[config.mk]
export PLATFORM = sky130hd
export DESIGN_NAME = branch_hazard_ctrl
export DESIGN_NICKNAME = d
export VERILOG_FILES = /design/src/rtl/branch_hazard_ctrl.sv
export SDC_FILE = /design/constraint.sdc
export NUM_CORES = 1
export LEC_CHECK = 0
export ABC_CLOCK_PERIOD_IN_PS = 6950
export BUFFER_PORTS_ARGS = -buffer_cell sky130_fd_sc_hd__buf_2
export CAP_MARGIN = 20
export CORE_MARGIN = 8
export CORE_UTILIZATION = 50
export CTS_CLUSTER_SIZE = 30
export DETAILED_ROUTE_END_ITERATION = 8
export HOLD_SLACK_MARGIN = 0.03
export PLACE_DENSITY = 0.85
export SKIP_CTS_REPAIR_TIMING = 1
export SLEW_MARGIN = 40
export SYNTH_ARGS = -nofsm -noshare
export SYNTH_HDL_FRONTEND = slang
export SYNTH_SLANG_ARGS = --single-unit
[constraint.sdc]
create_clock -name clk -period 6.95 [get_ports clk]
set_input_delay 1.0425 -clock clk [delete_from_list [all_inputs] [get_ports clk]]
set_output_delay 1.0425 -clock clk [all_outputs]
set_load 0.05 [all_outputs]
[src/rtl/branch_hazard_ctrl.sv]
// ID-stage branch hazard sequencer: stalls for EX/MEM producers, selects comparator
// forwarding, drives PC redirect/flush on taken branches, and keeps saturating perf counters.
module branch_hazard_ctrl #(
  parameter int PERF_W = 32
) (
  input  logic              clk,
  input  logic              rst_n,
  input  logic              hold,
  input  logic              id_branch,
  input  logic [4:0]        id_rs1,
  input  logic [4:0]        id_rs2,
  input  logic              ex_reg_write,
  input  logic              ex_mem_read,
  input  logic [4:0]        ex_rd,
  input  logic              mem_reg_write,
  input  logic              mem_mem_read,
  input  logic [4:0]        mem_rd,
  input  logic              take_branch,
  output logic              stall_pc,
  output logic              stall_if_id,
  output logic              bubble_id_ex,
  output logic              pc_sel,
  output logic              flush_if_id,
  output logic [1:0]        fwd_a_sel,
  output logic [1:0]        fwd_b_sel,
  output logic [PERF_W-1:0] branch_cnt,
  output logic [PERF_W-1:0] taken_cnt,
  output logic [PERF_W-1:0] stall_cyc_cnt
);

  typedef enum logic {IDLE = 1'b0, STALL = 1'b1} state_t;

  localparam logic [PERF_W-1:0] ONE = {{(PERF_W-1){1'b0}}, 1'b1};

  state_t     state_r, state_s;
  logic [1:0] cnt_r, cnt_s;
  logic [4:0] wb_rd_r;
  logic       wb_reg_write_r;
  logic       resolve_s;
  logic       stall_s;

  function automatic logic reg_match(input logic we, input logic [4:0] rd, input logic [4:0] rs);
    return we && (rd == rs) && (rd != 5'd0);
  endfunction

  function automatic logic [PERF_W-1:0] sat_inc(input logic [PERF_W-1:0] v);
    return (&v) ? v : (v + ONE);
  endfunction

  logic       ex_m1_s, ex_m2_s, mem_m1_s, mem_m2_s, wb_m1_s, wb_m2_s;
  logic [1:0] need1_s, need2_s, need_s;

  assign ex_m1_s  = reg_match(ex_reg_write, ex_rd, id_rs1);
  assign ex_m2_s  = reg_match(ex_reg_write, ex_rd, id_rs2);
  assign mem_m1_s = reg_match(mem_reg_write, mem_rd, id_rs1);
  assign mem_m2_s = reg_match(mem_reg_write, mem_rd, id_rs2);
  assign wb_m1_s  = reg_match(wb_reg_write_r, wb_rd_r, id_rs1);
  assign wb_m2_s  = reg_match(wb_reg_write_r, wb_rd_r, id_rs2);

  // A load in EX needs two cycles to reach a forwardable stage; ALU results in EX or loads in MEM need one.
  assign need1_s = (ex_m1_s && ex_mem_read) ? 2'd2 :
                   (ex_m1_s || (mem_m1_s && mem_mem_read)) ? 2'd1 : 2'd0;
  assign need2_s = (ex_m2_s && ex_mem_read) ? 2'd2 :
                   (ex_m2_s || (mem_m2_s && mem_mem_read)) ? 2'd1 : 2'd0;
  assign need_s  = (need1_s > need2_s) ? need1_s : need2_s;

  assign fwd_a_sel = (mem_m1_s && !mem_mem_read) ? 2'b01 : (wb_m1_s ? 2'b10 : 2'b00);
  assign fwd_b_sel = (mem_m2_s && !mem_mem_read) ? 2'b01 : (wb_m2_s ? 2'b10 : 2'b00);

  // Next-state and Mealy control outputs; hold freezes sequencing and suppresses bubble/redirect.
  always_comb begin
    state_s   = state_r;
    cnt_s     = cnt_r;
    resolve_s = 1'b0;
    stall_s   = 1'b0;
    case (state_r)
      IDLE: begin
        if (id_branch) begin
          if (need_s != 2'd0) begin
            stall_s = 1'b1;
            if (!hold) begin
              state_s = STALL;
              cnt_s   = need_s - 2'd1;
            end else begin
              state_s = IDLE;
            end
          end else begin
            resolve_s = !hold;
          end
        end else begin
          state_s = IDLE;
        end
      end
      STALL: begin
        stall_s = 1'b1;
        if (!hold) begin
          if (cnt_r != 2'd0) begin
            cnt_s = cnt_r - 2'd1;
          end else begin
            state_s = IDLE;
          end
        end else begin
          state_s = STALL;
        end
      end
      default: begin
        state_s = IDLE;
        cnt_s   = 2'd0;
      end
    endcase
  end

  assign stall_pc     = stall_s | hold;
  assign stall_if_id  = stall_s | hold;
  assign bubble_id_ex = stall_s & ~hold;
  assign pc_sel       = resolve_s & take_branch;
  assign flush_if_id  = resolve_s & take_branch;

  // FSM state, stall countdown and MEM/WB shadow of the MEM-stage destination.
  always_ff @(posedge clk or negedge rst_n) begin
    if (!rst_n) begin
      state_r        <= IDLE;
      cnt_r          <= 2'd0;
      wb_rd_r        <= 5'd0;
      wb_reg_write_r <= 1'b0;
    end else if (!hold) begin
      state_r        <= state_s;
      cnt_r          <= cnt_s;
      wb_rd_r        <= mem_rd;
      wb_reg_write_r <= mem_reg_write;
    end else begin
      state_r        <= state_r;
      cnt_r          <= cnt_r;
      wb_rd_r        <= wb_rd_r;
      wb_reg_write_r <= wb_reg_write_r;
    end
  end

  // Saturating performance counters, frozen while held.
  always_ff @(posedge clk or negedge rst_n) begin
    if (!rst_n) begin
      branch_cnt    <= '0;
      taken_cnt     <= '0;
      stall_cyc_cnt <= '0;
    end else if (!hold) begin
      if (resolve_s) begin
        branch_cnt <= sat_inc(branch_cnt);
      end
      if (resolve_s && take_branch) begin
        taken_cnt <= sat_inc(taken_cnt);
      end
      if (state_r == STALL) begin
        stall_cyc_cnt <= sat_inc(stall_cyc_cnt);
      end
    end else begin
      branch_cnt    <= branch_cnt;
      taken_cnt     <= taken_cnt;
      stall_cyc_cnt <= stall_cyc_cnt;
    end
  end

endmodule

; After elaboration in Yosys (flattened, before gate mapping)
; Cells that the tools add are included.
; Widths: inputs -> output; s select.
[classes]
add_sub_neg = 5
order_cmp = 1
n_eq_ne = 9
mux = 21
bitwise = 8
reduce_logical = 35
[ops]
columns = operator, count
row1 = $add 32x1->32 const B, 3
row2 = $reduce_and 32->1, 3
row3 = $eq 5x5->1, 6
row4 = $mux 2, 10
row5 = $logic_and 1x1->1, 19
row6 = $reduce_bool 5->1, 3
row7 = $reduce_and 3->1, 3
row8 = $mux 1, 8
row9 = $not 1->1, 5
row10 = $ne 2x2->1 const B, 2
row11 = $pmux 1 s2, 2
row12 = $pmux 2 s2, 1
row13 = $reduce_and 4->1, 1
row14 = $reduce_bool 2->1, 2
row15 = $sub 2x1->2 const B, 2
row16 = $and 1x1->1, 2
row17 = $gt 2x2->1, 1
row18 = $logic_not 1->1, 2
row19 = $logic_or 1x1->1, 2
row20 = $ne 2x1->1 const B, 1
row21 = $or 1x1->1, 1
[word_totals]
reg_bits = 105
inputBits = 29
out_inout_bits = 105
wordCells = 86

; Logic depth before layout (Yosys ltp)
[logic_depth]
word_depth = 15
ltp_mapped = 16
depth_no_buf = 13

; Least setup slack after synthesis
; OpenSTA, ideal clock, no wires.
[synth_timing]
kind = input-to-output
startpoint = in ex_rd[1]
endpoint = out pc_sel
arrival_ns = 4.218
required_time_ns = 5.907
setup_slack_ns = 1.690
cell_stages = 12
path_buffers = 1
path_cell_list = xor2_1 -> a211o_1 -> nor2_1 -> mux2_2 -> ha_1 -> o21ba_2 -> nor2_1 -> nor2_1 -> a22oi_1 -> nand2_1 -> nor2_1 -> buf_4
[synth_between]
elab_chain_len = 13
elab_cells_between_ends = 22
classes_between = order compare: 1 / eq/ne: 2 / mux: 8 / bitwise: 1 / reduce/logical: 10
[synth_rtl]
columns = element, line
row1 = start: declaration, 14  ; input logic [4:0] ex_rd,
row2 = $eq 5x5->1, 43  ; return we && (rd == rs) && (rd != 5'd0);
row3 = $logic_and 1x1->1 (2 in a row), 43
row4 = "$logic_or 1x1->1, on equally long branches", "62, 64"
row5 = "$mux 1, on equally long branches", "62, 64"
row6 = "$mux 2, on equally long branches", "61, 63"
row7 = $gt 2x2->1, 65  ; assign need_s = (need1_s > need2_s) ? need1_s : need2_s;
row8 = $mux 2 *, 65
row9 = $reduce_bool 2->1 *, 79  ; if (need_s != 2'd0) begin
row10 = $mux 1 *, 79
row11 = $mux 1 *, 78  ; if (id_branch) begin
row12 = $mux 1 *, 76  ; case (state_r)
row13 = $and 1x1->1 *, -
row14 = end: declaration, 22  ; output logic pc_sel,
; Every way passes the cells marked *; elsewhere a longest branch is shown, timed or not.

; Worst setup path after layout
[layout_timing]
startpoint = in ex_rd[1]
endpoint = out stall_if_id
[layout_between]
elab_chain_len = 13
elab_cells_between_ends = 22
classes_between = order compare: 1 / eq/ne: 2 / mux: 8 / bitwise: 1 / reduce/logical: 10
[layout_rtl]
columns = element, line
row1 = $eq 5x5->1, 43
row2 = $logic_and 1x1->1 (2 in a row), 43
row3 = "$logic_or 1x1->1, on equally long branches", "62, 64"
row4 = "$mux 1, on equally long branches", "62, 64"
row5 = "$mux 2, on equally long branches", "61, 63"
row6 = $gt 2x2->1, 65
row7 = $mux 2 *, 65
row8 = $reduce_bool 2->1 *, 79
row9 = $mux 1 *, 79
row10 = $mux 1 *, 78
row11 = $pmux 1 s2 *, 76
row12 = $or 1x1->1 *, 114  ; assign stall_if_id = stall_s | hold;
row13 = end: declaration, 20  ; output logic stall_if_id,
; Marks and branches as above.

==> flow_metrics.py <==
metrics = {
    "power": {
        "comb_power_share_pct": 26.4,
        "internal-power_mw": 0.9180,
        "ir_drop_mv": 0.2109,
        "power_switching_mw": 0.5682,
        "swShare_pct": 38.23,
        "power_leakage_nw": 3.161,
        "clkPwrFrac_pct": 24.3,
        "powerDensity_nw_per_um2": 229.2,
        "p_seq_share_pct": 49.3,
    },
    "sta": {
        "fin_hold_ws_ns": 0.4971,
        "fin_crit_ns": 5.528,
        "fmax_mhz": 180.9,
        "setup_violations": 0,
        "min_period_over_period_pct": 79.54,
        "slew-limit-headroom_pct": 49.49,
        "worst_pin_slew_ns": 0.7577,
        "final_max_slew_viol_count": 0,
        "fin_skew_ns": 0.01420,
        "grt_setup_unrepaired": "no",
        "tns_ns": 0,
        "hold_violations": 0,
    },
    "global_route": {
        "grt_pass1_vias": 4612,
        "grt_max_degree": 56,
        "grt_pass1_wl_mm": 22.34,
        "antenna_found_initial": 0,
        "grt.overflow.total": 0,
        "track_usage_pct": 18.52,
    },
    "clock_network": {
        "cts.sinks": 105,
        "clkLatencyLatePin_ns": 0.36,
        "clkTransAtPathRegs_ns": 0.10,
        "cts_buffers": 9,
        "root_buffer": "clkbuf_8",
        "cts_tree": "yes",
        "cts.path.max_buffers": 2,
        "cts_htree_levels": 3,
    },
    "job": {
        "max_cap_viol_count": 0,
    },
    "die": {
        "core-area_um2": 10790,
        "rows": 38,
        "initial_core_util_pct": 51.03,
        "dieArea_um2": 14630,
        "die_y_um": 121.0,
        "ios": 134,
        "die_w_um": 121.0,
    },
    "hold_path": {
        "hold_depth": 1,
        "holdPathEnd": "stall_cyc_cnt[18]$_DFFE_PN0P_",
        "hp-start": "stall_cyc_cnt[18]$_DFFE_PN0P_",
        "hp-class": "reg -> reg",
    },
    "synth": {
        "yosys_warnings": 0,
        "synth_xor_area_share_pct": 19.40,
        "muxShareOfSynthArea_pct": 2.226,
        "synthAdderAreaFrac_pct": 1.363,
        "synth_compound_area_share_pct": 2.840,
        "async_flop_share_pct": 100.0,
        "netlist_instances": 529,
        "synth_ff_type": "dfrtp_1",
        "yosysSeqAreaShare_pct": 47.71,
        "synth_edf_count": 0,
        "syn_area_um2": 5508,
        "synth_top_family_by_area": "simple AND/OR/NAND/NOR gates",
        "synth_seq_cells": 105,
        "synth_cell_type_count": 43,
        "postSynthAreaPerCell_um2": 10.41,
        "synth_nets": 564,
        "synthSimpleGateAreaFrac_pct": 24.38,
    },
    "worst_setup_path": {
        "regToRegStartpoint": "branch_cnt[0]$_DFFE_PN0P_",
        "reg2reg_depth": 8,
        "critical-path-top-delay-family": "compound AO/OA/AOI/OAI gates",
        "crit_top_cell": "nor2_1",
        "critical_path_class": "in -> out",
        "crit_buf_inv": 2,
        "worstPathMaxFanout": 5,
        "crit_slowest_cell": "a221oi_1",
        "endpoint_kind": "output port",
        "slowest_delay_ns": 0.61,
        "arrival_ns": 4.49,
        "crit_chain": "buf_2 > xor2_1 > a211o_1 > nor2_1 > mux2_2 > ha_1 > o21ba_2 > nor2_1 > nor2_1 > a221oi_1 > nand2_1 > a21oi_1 > nand2b_1 > buf_2",
        "cp-start-kind": "input port",
        "required_ns": 5.91,
        "r2r_end": "branch_cnt[29]$_DFFE_PN0P_",
        "r2r_slack_ns": 3.96,
    },
    "detailed_routing": {
        "via_count": 4468,
        "wire_per_inst_um": 16.61,
        "ant_nets": 0,
        "drt-total-wl_mm": 13.44,
        "vias_per_cell": 5.523,
        "first_iter_violations": 328,
        "dr.pass1.iters": 4,
        "drc_errors": 0,
    },
    "finish": {
        "drive_above_1_share_pct": 26.46,
        "nets": 699,
        "synthToLayoutAreaGrowth_pct": 17.74,
        "final_common_cell": "buf_2",
        "diodes": 0,
        "final_cell_mix": "132 x buf_2, 105 x dfrtp_1, 71 x xnor2_1, 51 x xor2_1, 47 x nand2_1",
        "fill_cells": 912,
    },
    "place": {
        "gp_congestion": 0.9186,
        "dp.final_hpwl_mm": 10.24,
        "io_buffer_count": 133,
    },
    "status": {
        "status": "finished, final reports clean",
    },
}
## cells in the mapped netlist, drive strengths merged, types with 2 or more instances
cell type | number | area share (%)
nand2b | 6 | 0.68
nor2b | 4 | 0.45
inv | 11 | 0.75
and4 | 7 | 1.1
dfrtp | 105 | 48
clkbuf | 3 | 0.20
xnor2 | 71 | 11
nor2 | 35 | 2.4
and3 | 15 | 1.7
nand3 | 39 | 3.8
a21oi | 5 | 0.45
or4 | 4 | 0.55
nor4 | 11 | 1.6
mux2 | 10 | 2.0
ha | 6 | 1.4
buf | 8 | 1.1
nand2 | 47 | 3.2
nand4 | 39 | 4.4
o31ai | 2 | 0.27
o21ai | 4 | 0.36
xor2 | 51 | 8.1
nor3 | 24 | 2.8
and2 | 9 | 1.0
## cells by family after synthesis
kind of cell,after synthesis
fa+ha+maj,6
compound gates,21
flops,105
simple gates,242
buf+inv,22
xor+xnor,122
mux,11
## registers in the layout, summed over array words and instances, names as in the netlist
| signal | count |
|---|---|
| branch_cnt | 32 |
| cnt_r | 2 |
| stall_cyc_cnt | 32 |
| state_r | 1 |
| taken_cnt | 32 |
| wb_rd_r | 5 |
| wb_reg_write_r | 1 |
## per-stage QoR
stage / setup WS (ns) / util (%) / instance area (um^2) / cells / power (mW)
6_report: 1.422 / 60.09 / 6485 / 809 / 1.486
5_1_grt: 1.174 / 60.09 / 6485 / 809 / 1.556
4_1_cts: 1.444 / 59.97 / 6472 / 808 / 1.501
3_5_place_dp: 1.447 / 58.23 / 6285 / 792 / 1.139
3_3_place_gp: 1.615 / 58.23 / 6285 / 792 / 1.120
2_1_floorplan: 1.690 / - / 5508 / 529 / 1.022
## per-layer routing
layer / vias to the layer above / wire length (um) / GRT usage, %
met2: 116 / 6713 / 31.68
li1: 2118 / - / -
met3: 14 / 732 / 4.188
met5: - / 0 / 0
met4: 0 / 160 / 6.167
met1: 2220 / 5834 / 22.56
## worst max path at each step
stage	cells past startpoint	start	endpoint	slack (ns)
global placement	14	ex_rd[1]	stall_pc	1.62
floorplan	12	ex_rd[1]	pc_sel	1.69
finish	14	ex_rd[1]	stall_if_id	1.42
CTS	14	ex_rd[1]	stall_if_id	1.44
global route	14	ex_rd[3]	stall_pc	1.17
detailed placement	14	ex_rd[1]	stall_if_id	1.45
## power groups by stage
stage	clock [mW]	sequential (mW)	combinational [mW]
4_1_cts	0.373	0.732	0.396
5_1_grt	0.396	0.740	0.420
3_5_place_dp	0	0.744	0.395
6_report	0.361	0.733	0.392
3_3_place_gp	0	0.738	0.382
2_1_floorplan	0	0.865	0.157
## cell type report
cell class                      count  area [um^2]  area share [%]
Multi-Input combinational cell    402         2770           42.72
Timing Repair Buffer              135        683.2           10.53
Sequential cell                   105         2628           40.52
Clock inverter                      6        50.05          0.7718
Clock buffer                       10        137.6           2.122
Inverter                           11        41.29          0.6367
Tap cell                          140        175.2           2.701
(Power assumes the default switching activity.)
